`src/rtl/adc_scan_ctrl_if.sv`:
```
// rtl/adc_scan_ctrl_if.sv - Frame handshake and averaged-result bundle for adc_scan_ctrl
interface adc_scan_ctrl_if;
    logic        enable;
    logic [1:0]  chan_mask;
    logic        start;
    logic        done;
    logic [2:0]  channel;
    logic [11:0] data;
    logic        out_valid;
    logic        out_chan;
    logic [11:0] out_data;
    logic [11:0] result0;
    logic [11:0] result1;

    modport master (
        input  enable, chan_mask, done, data,
        output start, channel, out_valid, out_chan, out_data, result0, result1
    );

    modport slave (
        output enable, chan_mask, done, data,
        input  start, channel, out_valid, out_chan, out_data, result0, result1
    );
endinterface

```
`src/rtl/adc_scan_ctrl.sv`:
```
// rtl/adc_scan_ctrl.sv - Fixed-rate ADC frame sequencer with one-frame-late channel tagging
// and per-channel averaging of 2^AVG_LOG2 samples.
module adc_scan_ctrl #(
    parameter int PERIOD   = 100,
    parameter int AVG_LOG2 = 2
) (
    input  logic            clk,
    input  logic            reset,
    adc_scan_ctrl_if.master bus
);
    localparam int AW = 12 + AVG_LOG2;
    localparam int CW = AVG_LOG2 + 1;
    localparam int PW = $clog2(PERIOD);
    localparam logic [PW-1:0] LAST = PW'(PERIOD - 1);
    localparam logic [CW-1:0] FULL = CW'(1 << AVG_LOG2);

    typedef enum logic {IDLE, WAIT} state_e;

    state_e              state_q, state_d;
    logic [PW-1:0]       per_q, per_d;
    logic                primed_q, primed_d;
    logic                prev_q, prev_d;
    logic                ch_q, ch_d;
    logic                start_q, start_d;
    logic                ov_q, ov_d;
    logic                oc_q, oc_d;
    logic [11:0]         od_q, od_d;
    logic [11:0]         r0_q, r0_d;
    logic [11:0]         r1_q, r1_d;
    logic [1:0][AW-1:0]  acc_q, acc_d;
    logic [1:0][CW-1:0]  cnt_q, cnt_d;

    logic                tick;
    logic                next_ch;
    logic [AW-1:0]       sum;
    logic [CW-1:0]       cnt_inc;

    always_comb begin
        state_d  = state_q;
        per_d    = per_q;
        primed_d = primed_q;
        prev_d   = prev_q;
        ch_d     = ch_q;
        start_d  = 1'b0;
        ov_d     = 1'b0;
        oc_d     = oc_q;
        od_d     = od_q;
        r0_d     = r0_q;
        r1_d     = r1_q;
        acc_d    = acc_q;
        cnt_d    = cnt_q;

        tick    = (per_q == LAST);
        sum     = acc_q[prev_q] + AW'(bus.data);
        cnt_inc = cnt_q[prev_q] + CW'(1);

        if (!primed_q)
            next_ch = ~bus.chan_mask[0];
        else if (bus.chan_mask[~prev_q])
            next_ch = ~prev_q;
        else
            next_ch = prev_q;

        if (!bus.enable || tick)
            per_d = '0;
        else
            per_d = per_q + PW'(1);

        case (state_q)
            IDLE: begin
                if (tick && bus.enable && bus.chan_mask != 2'b00) begin
                    ch_d    = next_ch;
                    start_d = 1'b1;
                    state_d = WAIT;
                end
            end
            WAIT: begin
                // Data returned now belongs to the channel addressed one frame earlier.
                if (bus.done) begin
                    if (!primed_q) begin
                        primed_d = 1'b1;
                    end else if (cnt_inc == FULL) begin
                        ov_d = 1'b1;
                        oc_d = prev_q;
                        od_d = sum[AW-1:AVG_LOG2];
                        if (prev_q)
                            r1_d = sum[AW-1:AVG_LOG2];
                        else
                            r0_d = sum[AW-1:AVG_LOG2];
                        acc_d[prev_q] = '0;
                        cnt_d[prev_q] = '0;
                    end else begin
                        acc_d[prev_q] = sum;
                        cnt_d[prev_q] = cnt_inc;
                    end
                    prev_d  = ch_q;
                    state_d = IDLE;
                end
            end
        endcase

        // Landing in IDLE while disabled restarts the pipeline from scratch.
        if (!bus.enable && (state_q == IDLE || bus.done)) begin
            primed_d = 1'b0;
            acc_d    = '0;
            cnt_d    = '0;
        end
    end

    always_ff @(posedge clk or negedge reset) begin
        if (!reset) begin
            state_q  <= IDLE;
            per_q    <= '0;
            primed_q <= 1'b0;
            prev_q   <= 1'b0;
            ch_q     <= 1'b0;
            start_q  <= 1'b0;
            ov_q     <= 1'b0;
            oc_q     <= 1'b0;
            od_q     <= '0;
            r0_q     <= '0;
            r1_q     <= '0;
            acc_q    <= '0;
            cnt_q    <= '0;
        end else begin
            state_q  <= state_d;
            per_q    <= per_d;
            primed_q <= primed_d;
            prev_q   <= prev_d;
            ch_q     <= ch_d;
            start_q  <= start_d;
            ov_q     <= ov_d;
            oc_q     <= oc_d;
            od_q     <= od_d;
            r0_q     <= r0_d;
            r1_q     <= r1_d;
            acc_q    <= acc_d;
            cnt_q    <= cnt_d;
        end
    end

    assign bus.start     = start_q;
    assign bus.channel   = {2'b00, ch_q};
    assign bus.out_valid = ov_q;
    assign bus.out_chan  = oc_q;
    assign bus.out_data  = od_q;
    assign bus.result0   = r0_q;
    assign bus.result1   = r1_q;
endmodule
```
`src/flat_wrapper.sv`:
```
// flat-port wrapper written by rule: the top's interface ports become plain ports
module adc_scan_ctrl_flat 
#(
    parameter int PERIOD   = 100,
    parameter int AVG_LOG2 = 2
)
  (clk, reset, bus_enable, bus_chan_mask, bus_done, bus_data, bus_start, bus_channel, bus_out_valid, bus_out_chan, bus_out_data, bus_result0, bus_result1);
  adc_scan_ctrl_if bus_i ();
  input  logic clk;
  input  logic reset;
  input wire logic [$bits(bus_i.enable)-1:0] bus_enable;
  input wire logic [$bits(bus_i.chan_mask)-1:0] bus_chan_mask;
  input wire logic [$bits(bus_i.done)-1:0] bus_done;
  input wire logic [$bits(bus_i.data)-1:0] bus_data;
  output wire logic [$bits(bus_i.start)-1:0] bus_start;
  output wire logic [$bits(bus_i.channel)-1:0] bus_channel;
  output wire logic [$bits(bus_i.out_valid)-1:0] bus_out_valid;
  output wire logic [$bits(bus_i.out_chan)-1:0] bus_out_chan;
  output wire logic [$bits(bus_i.out_data)-1:0] bus_out_data;
  output wire logic [$bits(bus_i.result0)-1:0] bus_result0;
  output wire logic [$bits(bus_i.result1)-1:0] bus_result1;
  assign bus_i.enable = bus_enable;
  assign bus_i.chan_mask = bus_chan_mask;
  assign bus_i.done = bus_done;
  assign bus_i.data = bus_data;
  assign bus_start = bus_i.start;
  assign bus_channel = bus_i.channel;
  assign bus_out_valid = bus_i.out_valid;
  assign bus_out_chan = bus_i.out_chan;
  assign bus_out_data = bus_i.out_data;
  assign bus_result0 = bus_i.result0;
  assign bus_result1 = bus_i.result1;
  adc_scan_ctrl #(.PERIOD(PERIOD), .AVG_LOG2(AVG_LOG2)) u_core (.clk(clk), .reset(reset), .bus(bus_i));
endmodule
```
`config.mk`:
```
export PLATFORM = sky130hd
export DESIGN_NAME = adc_scan_ctrl_flat
export DESIGN_NICKNAME = d
export VERILOG_FILES = /design/src/rtl/adc_scan_ctrl_if.sv /design/src/rtl/adc_scan_ctrl.sv /design/src/flat_wrapper.sv
export SDC_FILE = /design/constraint.sdc
export NUM_CORES = 1
export LEC_CHECK = 0
export ABC_AREA = 1
export BUFFER_PORTS_ARGS = -buffer_cell sky130_fd_sc_hd__buf_2
export CAP_MARGIN = 20
export CELL_PAD_IN_SITES_DETAIL_PLACEMENT = 0
export CELL_PAD_IN_SITES_GLOBAL_PLACEMENT = 1
export CORE_MARGIN = 2
export CORE_UTILIZATION = 45
export DETAILED_ROUTE_END_ITERATION = 7
export PLACE_DENSITY = 0.83
export SLEW_MARGIN = 20
export SYNTH_ARGS = -nofsm -noshare
export SYNTH_HDL_FRONTEND = slang
export SYNTH_SLANG_ARGS = --single-unit
```
`constraint.sdc`:
```
create_clock -name clk -period 7.6 [get_ports clk]
set_clock_uncertainty 0.05 [all_clocks]
set_input_delay 1.52 -clock clk [delete_from_list [all_inputs] [get_ports clk]]
set_output_delay 1.52 -clock clk [all_outputs]
set_load 0.03 [all_outputs]
```
# Yosys cells after proc, flatten, opt, wreduce, memory -nomap -nowiden
# Index checks and enable logic that the tools add are counted.
dict set report word_totals {
  reg_bits 84
  elab_cells 84
}
dict set report op_classes {
  add_sub_neg 3
  magnitude_cmp 3
  n_eq_ne 2
  n_mux 36
  bitwise 7
  reduce_logical 18
}
# cell n
set ops {}
lappend ops {{28-bit two-way mux} 5}
lappend ops {{14-bit two-way mux} 3}
lappend ops {{6-bit two-way mux} 5}
lappend ops {{28-bit AND} 1}
lappend ops {{28-bit bitwise mux} 1}
lappend ops {{28-bit NOT} 1}
lappend ops {{14-bit by 12-bit adder with 14-bit output} 1}
lappend ops {{14-bit demux with 1-bit select} 1}
lappend ops {{1-bit two-way mux} 14}
lappend ops {{5-bit AND reduction} 2}
lappend ops {{3-bit two-way mux} 3}
lappend ops {{2-bit nonzero test} 4}
lappend ops {{7-bit by 1-bit adder with 7-bit output, second input constant} 1}
lappend ops {{7-bit == test, second input constant} 1}
lappend ops {{7-bit two-way mux} 1}
lappend ops {{6-bit AND} 1}
lappend ops {{6-bit bitwise mux} 1}
lappend ops {{6-bit NOT} 1}
lappend ops {{2-bit AND reduction} 3}
lappend ops {{1-bit logical AND} 4}
lappend ops {{1-bit by 2-bit less-than comparator with 1-bit output, second input constant} 2}
lappend ops {{4-bit AND reduction} 1}
lappend ops {{3-bit by 1-bit adder with 3-bit output, second input constant} 1}
lappend ops {{3-bit demux with 1-bit select} 1}
lappend ops {{7 further kinds} 10}

# Depth between registers and ports, before layout
# Gate-level depths: netlist of the first run.
dict set report logic_depth {
  word_depth 11
  mapped_depth 18
  depth_no_buf 16
}

# Least setup slack after synthesis of the first run
# OpenSTA, ideal clock, no wires.
dict set report synth_timing {
  path_type {input to register}
  startpoint {in bus_data[0]}
  endpoint {reg u_core.acc_q[26] (netlist name)}
  setup_ps 116
  arrival_time_ps 2861
  path_slack_ps 4572
  stages 12
  n_path_buf 0
  cell_sequence {ha_1 -> inv_1 -> fa_1 -> nand3b_1 -> nand2_1 -> nand3_1 -> nand3_1 -> nand2_1 -> nand2_1 -> nand2_1 -> nand2_1 -> nand2_1}
}
dict set report synth_via {
  elab_chain_len 7
}
# element line_no
set synth_lines {}
lappend synth_lines {{start, declared} flat_wrapper.sv:14} ;# input wire logic [$bits(bus_i.data)-1:0] bus_data;
lappend synth_lines {{14-bit by 12-bit adder with 14-bit output} adc_scan_ctrl.sv:54} ;# sum = acc_q[prev_q] + AW'(bus.data);
lappend synth_lines {{28-bit bitwise mux} adc_scan_ctrl.sv:93} ;# acc_d[prev_q] = sum;
lappend synth_lines {{28-bit two-way mux} adc_scan_ctrl.sv:82} ;# end else if (cnt_inc == FULL) begin
lappend synth_lines {{28-bit two-way mux} adc_scan_ctrl.sv:80} ;# if (!primed_q) begin
lappend synth_lines {{28-bit two-way mux} adc_scan_ctrl.sv:79} ;# if (bus.done) begin
lappend synth_lines {{28-bit two-way mux} adc_scan_ctrl.sv:69} ;# case (state_q)
lappend synth_lines {{28-bit two-way mux} adc_scan_ctrl.sv:103} ;# if (!bus.enable && (state_q == IDLE || bus.done)) begin
lappend synth_lines {{end signal, assigned} adc_scan_ctrl.sv:123} ;# acc_q <= '0;
lappend synth_lines {{end signal, assigned} adc_scan_ctrl.sv:137} ;# acc_q <= acc_d;
lappend synth_lines {{end, declared} adc_scan_ctrl.sv:30} ;# logic [1:0][AW-1:0] acc_q, acc_d;
# No other way between the ends. The select of a mux whose other input is x is not followed.
# A chain may end at the register's enable or synchronous reset.

# Final worst setup path of the first run
dict set report layout_timing {
  startpoint {reg u_core.prev_q}
  endpoint {reg u_core.r1_q[9] (netlist: u_core.bus.result1[9])}
}
dict set report layout_via {
  elab_chain_len 5
}
# element line_no
set layout_lines {}
lappend layout_lines {{start, declared} adc_scan_ctrl.sv:22} ;# logic prev_q, prev_d;
lappend layout_lines {{start signal, assigned} adc_scan_ctrl.sv:129} ;# prev_q <= prev_d;
lappend layout_lines {{3-bit two-way mux (implied by the code) (2 in a row)} adc_scan_ctrl.sv:55} ;# cnt_inc = cnt_q[prev_q] + CW'(1);
lappend layout_lines {{3-bit by 1-bit adder with 3-bit output} adc_scan_ctrl.sv:55}
lappend layout_lines {{3-bit == test} adc_scan_ctrl.sv:82}
lappend layout_lines {{5-bit AND reduction (no line)} -}
lappend layout_lines {{end signal, assigned} adc_scan_ctrl.sv:136} ;# r1_q <= r1_d;
lappend layout_lines {{end, declared} adc_scan_ctrl.sv:29} ;# logic [11:0] r1_q, r1_d;
# Several ways; a longest one is shown, not always the timed one. The select of a mux whose other input is x is not followed.

==> results of run 1 <==
==> per-layer routing <==
| metal | share of wire [%] | wire length (µm) | track usage, % | vias to the layer above |
|---|---|---|---|---|
| met3 | 3.4 | 394 | 3.13 | 17 |
| met1 | 47 | 5440 | 28.5 | 1954 |
| met5 | 0 | 0 | 0 | - |
| li1 | - | - | - | 2121 |
| met4 | 1.6 | 187 | 6.95 | 0 |
| met2 | 48 | 5460 | 35.9 | 73 |
==> layout by cell type, fill, tap and decap left out, types with 2 or more instances in the layout <==
cell,Yosys,layout
sky130_fd_sc_hd__a21oi_1,30,30
sky130_fd_sc_hd__a22oi_1,3,3
sky130_fd_sc_hd__a31oi_1,3,3
sky130_fd_sc_hd__buf_2,8,56
sky130_fd_sc_hd__buf_4,6,3
sky130_fd_sc_hd__bufinv_16,0,2
sky130_fd_sc_hd__clkbuf_8,0,10
sky130_fd_sc_hd__clkinv_4,0,2
sky130_fd_sc_hd__conb_1,1,2
sky130_fd_sc_hd__dfrtp_1,84,84
sky130_fd_sc_hd__ha_1,15,15
sky130_fd_sc_hd__inv_1,54,54
sky130_fd_sc_hd__inv_2,7,7
sky130_fd_sc_hd__nand2_1,241,241
sky130_fd_sc_hd__nand2_2,4,4
sky130_fd_sc_hd__nand2_4,2,2
sky130_fd_sc_hd__nand3_1,41,41
sky130_fd_sc_hd__nand3_2,2,2
sky130_fd_sc_hd__nand3b_1,2,2
sky130_fd_sc_hd__nand4_1,6,6
sky130_fd_sc_hd__nor2_1,45,45
sky130_fd_sc_hd__nor2_2,2,2
sky130_fd_sc_hd__nor3_1,5,5
sky130_fd_sc_hd__o211ai_1,2,2
sky130_fd_sc_hd__o21ai_0,38,38
sky130_fd_sc_hd__o21ai_1,4,4
sky130_fd_sc_hd__o21ai_2,2,2
sky130_fd_sc_hd__o22ai_1,5,5
sky130_fd_sc_hd__xnor2_1,3,3
sky130_fd_sc_hd__xor2_1,2,2
==> power by group through the flow <==
stage,Sequential [mW],Clock (mW),Combinational (mW)
final,0.453,0.364,0.110
after global routing,0.454,0.387,0.125
after CTS,0.453,0.370,0.111
after detailed placement,0.462,0,0.110
after global placement,0.462,0,0.110
after floorplan,0.463,0,0.0741
==> final timing paths <==
check,end,cells after the start
max reg2reg,u_core.bus.result1[9],10
max,u_core.bus.result1[9],10
max in group asynchronous,u_core.primed_q,2
min reg2reg,u_core.per_q[0],1
min in group asynchronous,u_core.bus.out_data[2],1
min,u_core.per_q[0],1
==> kinds of logic (layout without fill, tap and decap cells) <==
logic type | count (synthesis) | after routing | share of synthesized area, %
AND/OR/NAND/NOR | 354 | 354 | 31.4
flip-flops | 84 | 84 | 44.7
other | 1 | 2 | 0.0798
AO/OA/AOI/OAI | 90 | 90 | 10.6
adder cells (fa/ha/maj) | 16 | 16 | 4.42
XOR/XNOR | 5 | 5 | 0.932
buffers and inverters | 84 | 136 | 7.88
==> stage by stage <==
step           setup slack (ns)  area [µm²]  util [%]  hold WS, ns
4_1_cts                    3.90        5260      51.4        0.418
3_5_place_dp               3.92        5040      49.2        0.404
3_3_place_gp               4.01        5040      49.2        0.396
5_1_grt                    3.62        5260      51.4        0.441
6_report                   3.92        5260      51.4        0.417
2_1_floorplan              4.57        4700         -        0.383
==> registers in the layout, summed over array words and instances, names as in the netlist <==
| name | flops |
|---|---|
| u_core.prev_q | 1 |
| u_core.acc_q | 28 |
| u_core.bus.out_chan | 1 |
| u_core.primed_q | 1 |
| u_core.ch_q | 1 |
| u_core.bus.start | 1 |
| u_core.bus.out_data | 12 |
| u_core.bus.result1 | 12 |
| u_core.bus.out_valid | 1 |
| u_core.cnt_q | 6 |
| u_core.state_q | 1 |
| u_core.bus.result0 | 12 |
| u_core.per_q | 7 |
==> worst register-to-register path, cell delays in order, from the launching register on <==
cell	delay, ns
sky130_fd_sc_hd__dfrtp_1	0.36
sky130_fd_sc_hd__buf_4	0.30
sky130_fd_sc_hd__inv_2	0.60
sky130_fd_sc_hd__nand2_1	0.16
sky130_fd_sc_hd__nand3b_1	0.19
sky130_fd_sc_hd__nand3_2	0.55
sky130_fd_sc_hd__inv_2	0.49
sky130_fd_sc_hd__nand2_4	0.26
sky130_fd_sc_hd__nor2_2	0.45
sky130_fd_sc_hd__nand3_1	0.13
sky130_fd_sc_hd__nand2_1	0.08
==> area by class of cell <==
cell class / instances / area (µm²) / area share (%)
clock buffers: 11 / 141 / 2.69
clock inverters: 5 / 85.1 / 1.62
inverters: 61 / 229 / 4.35
multi-input cells: 467 / 2230 / 42.4
flip-flops and latches: 84 / 2100 / 39.9
well taps: 136 / 170 / 3.23
repair buffers: 59 / 303 / 5.75
==> summary.txt, run 1 <==
Run status
  – Outcome: finished clean

Routing
  – Vias after detailed routing: between 4000 and 5000
  – Length of the first detailed-routing pass in iterations: 4
  – Total wire length: roughly 11000 µm
  – Via count normalized by instance count: 5.06
  – Number of nets with antenna violations after detailed routing: 0
  – DRC violations left: 0
  – Average detailed-routed wire length per instance: approximately 14 µm
  – Number of DRC markers after the initial detailed-route iteration: 212

Worst setup path
  – Highest net fanout along the worst path: just over 50
  – Critical Path AT: roughly 4 ns
  – Critical-path cell with the highest stage delay: sky130_fd_sc_hd__inv_2
  – Req. time, crit path: 7.85 ns
  – Register-to-register setup slack: 3.92 ns
  – Critical path startpoint category: flip-flop
  – Worst stage delay on the critical path: between 0.5 and 0.6 ns
  – Total buffers and inverters traversed by the critical path: 3
  – Critical path's top delay family: simple AND/OR/NAND/NOR gates
  – Critical path, cell by cell: buf_4 > inv_2 > nand2_1 > nand3b_1 > nand3_2 > inv_2 > nand2_4 > nor2_2 > nand3_1 > nand2_1
  – Type of the worst setup path: reg2reg
  – Startpoint of the most critical setup path: u_core.prev_q
  – Beginning of the worst register-to-register path: u_core.prev_q
  – Endpoint class of the critical path: flip-flop

Power
  – Int Pwr: 0.676 mW
  – Switching share of power: 27.1%
  – Final total power: between 0.9 and 1 mW
  – Sequential group share of total power: 48.9%
  – Power Density: approximately 180 nW/µm²
  – Worst IR Drop VDD: 0.000103 V
  – Comb power frac: 11.9%
  – Pleak: around 3.0 nW
  – Sw power: 0.252 mW
  – Fraction of power consumed by the clock network: between 30% and 40%

Floorplanning
  – Area of the placeable core: roughly 10000 µm²
  – Width of the die: approximately 110 µm
  – Floorplan die area: ~11000 µm²
  – Placement Rows: 37
  – Io pins: 60
  – Initial cell density of the core: approximately 46%
  – Die Height: 106 µm

Flow run
  – Max-cap violations: 0

Yosys
  – Mean post-synth cell area: approximately 7.4 µm²
  – Post-synth ARST share: 100%
  – Post-synthesis cell count: between 600 and 700
  – Most common cell in the netlist: sky130_fd_sc_hd__nand2_1
  – EDFF count, synth: 0
  – Total of warnings raised by yosys: 0
  – Yosys top cell by area: sky130_fd_sc_hd__dfrtp_1
  – Area share of the leading cell type in the synthesized netlist: 44.7%
  – Commonest register cell after synthesis: sky130_fd_sc_hd__dfrtp_1
  – Cell area after synthesis: between 4000 and 5000 µm²
  – Top area cells in the synthesized netlist: sky130_fd_sc_hd__dfrtp_1 (45%), sky130_fd_sc_hd__nand2_1 (19%), sky130_fd_sc_hd__nand3_1 (4.4%), sky130_fd_sc_hd__inv_1 (4.3%), sky130_fd_sc_hd__o21ai_0 (4.0%)
  – Distinct cell type count after synthesis: 37
  – Number of register bits inferred by synthesis: 84
  – Leading post-synthesis cells by instance count: sky130_fd_sc_hd__nand2_1 (241), sky130_fd_sc_hd__dfrtp_1 (84), sky130_fd_sc_hd__inv_1 (54), sky130_fd_sc_hd__nor2_1 (45), sky130_fd_sc_hd__nand3_1 (41)
  – Part of the Yosys area used for sequential elements: 44.7%

CTS
  – TritonCTS clock tree: yes
  – Clock-pin slew reported for the worst setup and hold paths after clock tree synthesis: 0.09 ns
  – Depth of the CTS H-tree: 3
  – Library cell used as clock root buffer: sky130_fd_sc_hd__clkbuf_8
  – Hold Buf Count CTS: 0
  – Total clock buffers created by CTS: 9
  – PostCTS Resize Cnt: 0
  – CTS sink cnt: between 80 and 90
  – Clock latency reported for the late side of the worst-skew pair: between 0.3 and 0.4 ns
  – Clock tree buffer depth: 2
  – Number of buffers added for setup after CTS: 0

Global routing
  – First-pass GRT wire length: approximately 19000 µm
  – Global route overflow: 0
  – Largest net degree at the start of global routing: between 50 and 60
  – Initial antenna violation count: 0
  – Number of global-route vias before repair: between 3000 and 4000
  – Global router's overall resource usage: 21.4%

Placed design
  – Dpl hpwl: 8320 µm
  – Global placer's final weighted congestion: 0.854
  – Count of input and output buffers: 57
  – Placed insts: 807

Finish
  – Area added between synthesis and finish: 12.0%
  – Fraction of final layout cells sized beyond drive strength 1: 14.0%
  – Layout Cells excl Fill: roughly 800
  – Layout net count: between 700 and 800
  – Antenna cells: 0
  – Total of fill cells in the finished design: 1039

Timing
  – Slew Viols, Final: 0
  – Ratio of final minimum period to clock period: around 48%
  – RSZ-0062 raised after global routing: no
  – Remaining max-slew budget at the tightest pin: between 50 and 60%
  – Final critical-path required period: between 3 and 4 ns
  – Hold Vio Cnt, Final: 0
  – Top achievable clock speed: ~0.27 GHz
  – Count of final setup violators: 0
  – Slew of the pin with the lowest slew margin: about 0.72 ns
  – Post-Route Setup TNS: 0 ns

Worst hold path
  – Path category of the worst min-delay check: reg2reg
  – Startpoint of the lowest-slack hold path: u_core.per_q[0]
No activity file was read; power rests on OpenSTA's default activity.
==> run 2: changes to the inputs <==
Settings changed: CORE_UTILIZATION 45 to 38, PLACE_DENSITY 0.83 to 0.75.
Clock period 7.6 ns to 3.1 ns, I/O delays scaled along.
==> summary.txt, run 2 (synthesis results as in run 1) <==
Run status
  – Outcome: finished clean (unchanged)

Worst setup path
  – Type of the worst setup path: reg2reg (unchanged)
  – Highest net fanout along the worst path: 25 (was 51)
  – Critical Path AT: 2.86 ns (was 3.93 ns)
  – R2R cell count: 12 (was 10)
  – Endpoint class of the critical path: flip-flop (unchanged)
  – Critical path startpoint category: flip-flop (unchanged)
  – Req. time, crit path: 3.28 ns (was 7.85 ns)

Finish
  – Area added between synthesis and finish: 16.6% (was 12.0%)
  – Antenna cells: 0 (unchanged)
  – Top library cells by usage in the layout, fill and taps aside: sky130_fd_sc_hd__nand2_1 (241), sky130_fd_sc_hd__dfrtp_1 (83), sky130_fd_sc_hd__buf_2 (56) (was sky130_fd_sc_hd__nand2_1 (241), sky130_fd_sc_hd__dfrtp_1 (84), sky130_fd_sc_hd__buf_2 (56))
  – Most common cell after layout, fill and taps aside: sky130_fd_sc_hd__nand2_1 (unchanged)
  – Layout net count: 723 (was 716)
  – Flip-flop count of the largest register after layout: 28 (unchanged)
  – Fraction of final layout cells sized beyond drive strength 1: 15.1% (was 14.0%)
  – Register with the most flip-flops: u_core.acc_q (unchanged)

Routing
  – Number of DRC markers after the initial detailed-route iteration: 313 (was 212)
  – Average detailed-routed wire length per instance: 14.1 µm (was 13.9 µm)
  – Total wire length: 12200 µm (was 11500 µm)
  – Vias after detailed routing: 4193 (was 4165)
  – Via count normalized by instance count: 4.86 (was 5.06)
  – Length of the first detailed-routing pass in iterations: 5 (was 4)
  – DRC violations left: 0 (unchanged)
  – Number of nets with antenna violations after detailed routing: 0 (unchanged)

Power
  – Pleak: 3.12 nW (was 3.04 nW)
  – Sw power: 0.663 mW (was 0.252 mW)
  – Final total power: 2.60 mW (was 0.927 mW)
  – Power Density: 475 nW/µm² (was 176 nW/µm²)
  – Int Pwr: 1.94 mW (was 0.676 mW)
  – Worst IR Drop VDD: 0.000251 V (was 0.000103 V)
  – Comb power frac: 10.5% (was 11.9%)
  – Sequential group share of total power: 43.2% (was 48.9%)
  – Fraction of power consumed by the clock network: 46.3% (was 39.3%)
  – Switching share of power: 25.5% (was 27.1%)

Global routing
  – Global route overflow: 0 (unchanged)
  – Largest net degree at the start of global routing: 50 (was 52)
  – Number of global-route vias before repair: 3948 (was 3960)
  – First-pass GRT wire length: 19800 µm (was 19200 µm)
  – Initial antenna violation count: 0 (unchanged)
  – Global router's overall resource usage: 19.6% (was 21.4%)

Timing
  – Top achievable clock speed: 0.373 GHz (was 0.272 GHz)
  – Remaining max-slew budget at the tightest pin: 66.6% (was 51.8%)
  – Count of final setup violators: 0 (unchanged)
  – Ratio of final minimum period to clock period: 86.5% (was 48.4%)
  – Hold Vio Cnt, Final: 0 (unchanged)
  – Final critical-path required period: 2.68 ns (was 3.68 ns)
  – Minimum hold slack: 0.180 ns (was 0.417 ns)
  – Slew of the pin with the lowest slew margin: 0.495 ns (was 0.723 ns)
  – Slew Viols, Final: 0 (unchanged)
  – Post-Route Setup TNS: 0 ns (unchanged)
  – RSZ-0062 raised after global routing: no (unchanged)

Floorplanning
  – Die Height: 115 µm (was 106 µm)
  – Floorplan die area: 13300 µm² (was 11300 µm²)
  – Initial cell density of the core: 39.0% (was 45.9%)
  – Width of the die: 115 µm (was 106 µm)
  – Placement Rows: 40 (was 37)
  – Io pins: 60 (unchanged)
  – Area of the placeable core: 12100 µm² (was 10200 µm²)

CTS
  – PostCTS Resize Cnt: 0 (unchanged)
  – CTS sink cnt: 84 (unchanged)
  – Number of buffers added for setup after CTS: 0 (unchanged)
  – Hold Buf Count CTS: 0 (unchanged)
  – Clock tree buffer depth: 2 (unchanged)
  – Clock-pin slew reported for the worst setup and hold paths after clock tree synthesis: 0.06 ns (was 0.09 ns)
  – Depth of the CTS H-tree: 3 (unchanged)
  – Clock latency reported for the late side of the worst-skew pair: 0.35 ns (was 0.36 ns)
  – Total clock buffers created by CTS: 9 (unchanged)
  – Library cell used as clock root buffer: sky130_fd_sc_hd__clkbuf_16 (was sky130_fd_sc_hd__clkbuf_8)
  – TritonCTS clock tree: yes (unchanged)

Flow run
  – Max-cap violations: 0 (unchanged)

Worst hold path
  – Path category of the worst min-delay check: in2async (was reg2reg)

Placed design
  – Dpl hpwl: 8910 µm (was 8320 µm)
  – Count of input and output buffers: 57 (unchanged)
  – Global placer's final weighted congestion: 0.898 (was 0.854)
==> run 2: changes by cell type in the layout (fill, tap and decap cells not counted), sizes merged <==
cell      previous run  this run
buf                 59        66
clkinv               2         1
clkinvlp             1         2
==> run 2: final timing paths <==
kind                                       from                   end  slack [ns]
worst min register to register  u_core.per_q[0]       u_core.per_q[0]        0.41
worst max-delay path              u_core.prev_q       u_core.acc_q[8]        0.42
max in group asynchronous                 reset  u_core.bus.out_valid        2.18
worst min-delay path                      reset       u_core.per_q[0]        0.18
worst max register to register    u_core.prev_q       u_core.acc_q[8]        0.42
min in group clk                u_core.per_q[0]       u_core.per_q[0]        0.41
==> run 2: routing by layer <==
metal / routed length [µm] / track usage [%] / vias to the layer above / share of wire, %
met5: 0 / 0 / - / 0
met4: 224 / 6.27 / 0 / 1.8
met3: 477 / 3.95 / 15 / 3.9
met2: 5520 / 31.8 / 95 / 45
met1: 5930 / 26.4 / 1943 / 49
li1: - / - / 2140 / -
==> run 2: area by class of cell <==
| type | count | area [µm²] |
|---|---|---|
| Fill cell | 1240 | 6580 |
| Multi-Input combinational cell | 467 | 2230 |
| Clock inverter | 5 | 83.8 |
| Timing Repair Buffer | 66 | 368 |
| Tap cell | 168 | 210 |
| Clock buffer | 11 | 253 |
| Sequential cell | 84 | 2100 |
| Inverter | 61 | 229 |
==> run 2: worst max-delay path: stages, from the launching register on <==
cell and delay (ns):
sky130_fd_sc_hd__dfrtp_2 0.61, sky130_fd_sc_hd__nand2_1 0.08, sky130_fd_sc_hd__o21ai_0 0.09, sky130_fd_sc_hd__ha_1 0.24, sky130_fd_sc_hd__inv_1 0.07, sky130_fd_sc_hd__fa_1 0.41, sky130_fd_sc_hd__nand3b_1 0.18, sky130_fd_sc_hd__nand2_1 0.17
sky130_fd_sc_hd__nand2_1 0.09, sky130_fd_sc_hd__nand4_1 0.10, sky130_fd_sc_hd__nand2_1 0.22, sky130_fd_sc_hd__o21ai_1 0.19, sky130_fd_sc_hd__nand2_1 0.06
==> run 2: power groups by stage <==
stage	Combinational (mW)	Sequential, mW	Clock [mW]
final	0.274	1.12	1.20
after global placement	0.273	1.14	0
after floorplan	0.182	1.13	0
after detailed placement	0.274	1.14	0
after CTS	0.276	1.12	1.23
after global routing	0.307	1.12	1.29
==> run 2: through the flow <==
step	area [µm²]	worst slack, ns	utilization (%)	std cells
floorplan	4700	0.506	-	635
global placement	5140	0.472	42.6	846
detailed placement	5140	0.445	42.6	846
CTS	5480	0.415	45.4	862
global route	5480	0.124	45.4	862
finish	5480	0.418	45.4	862
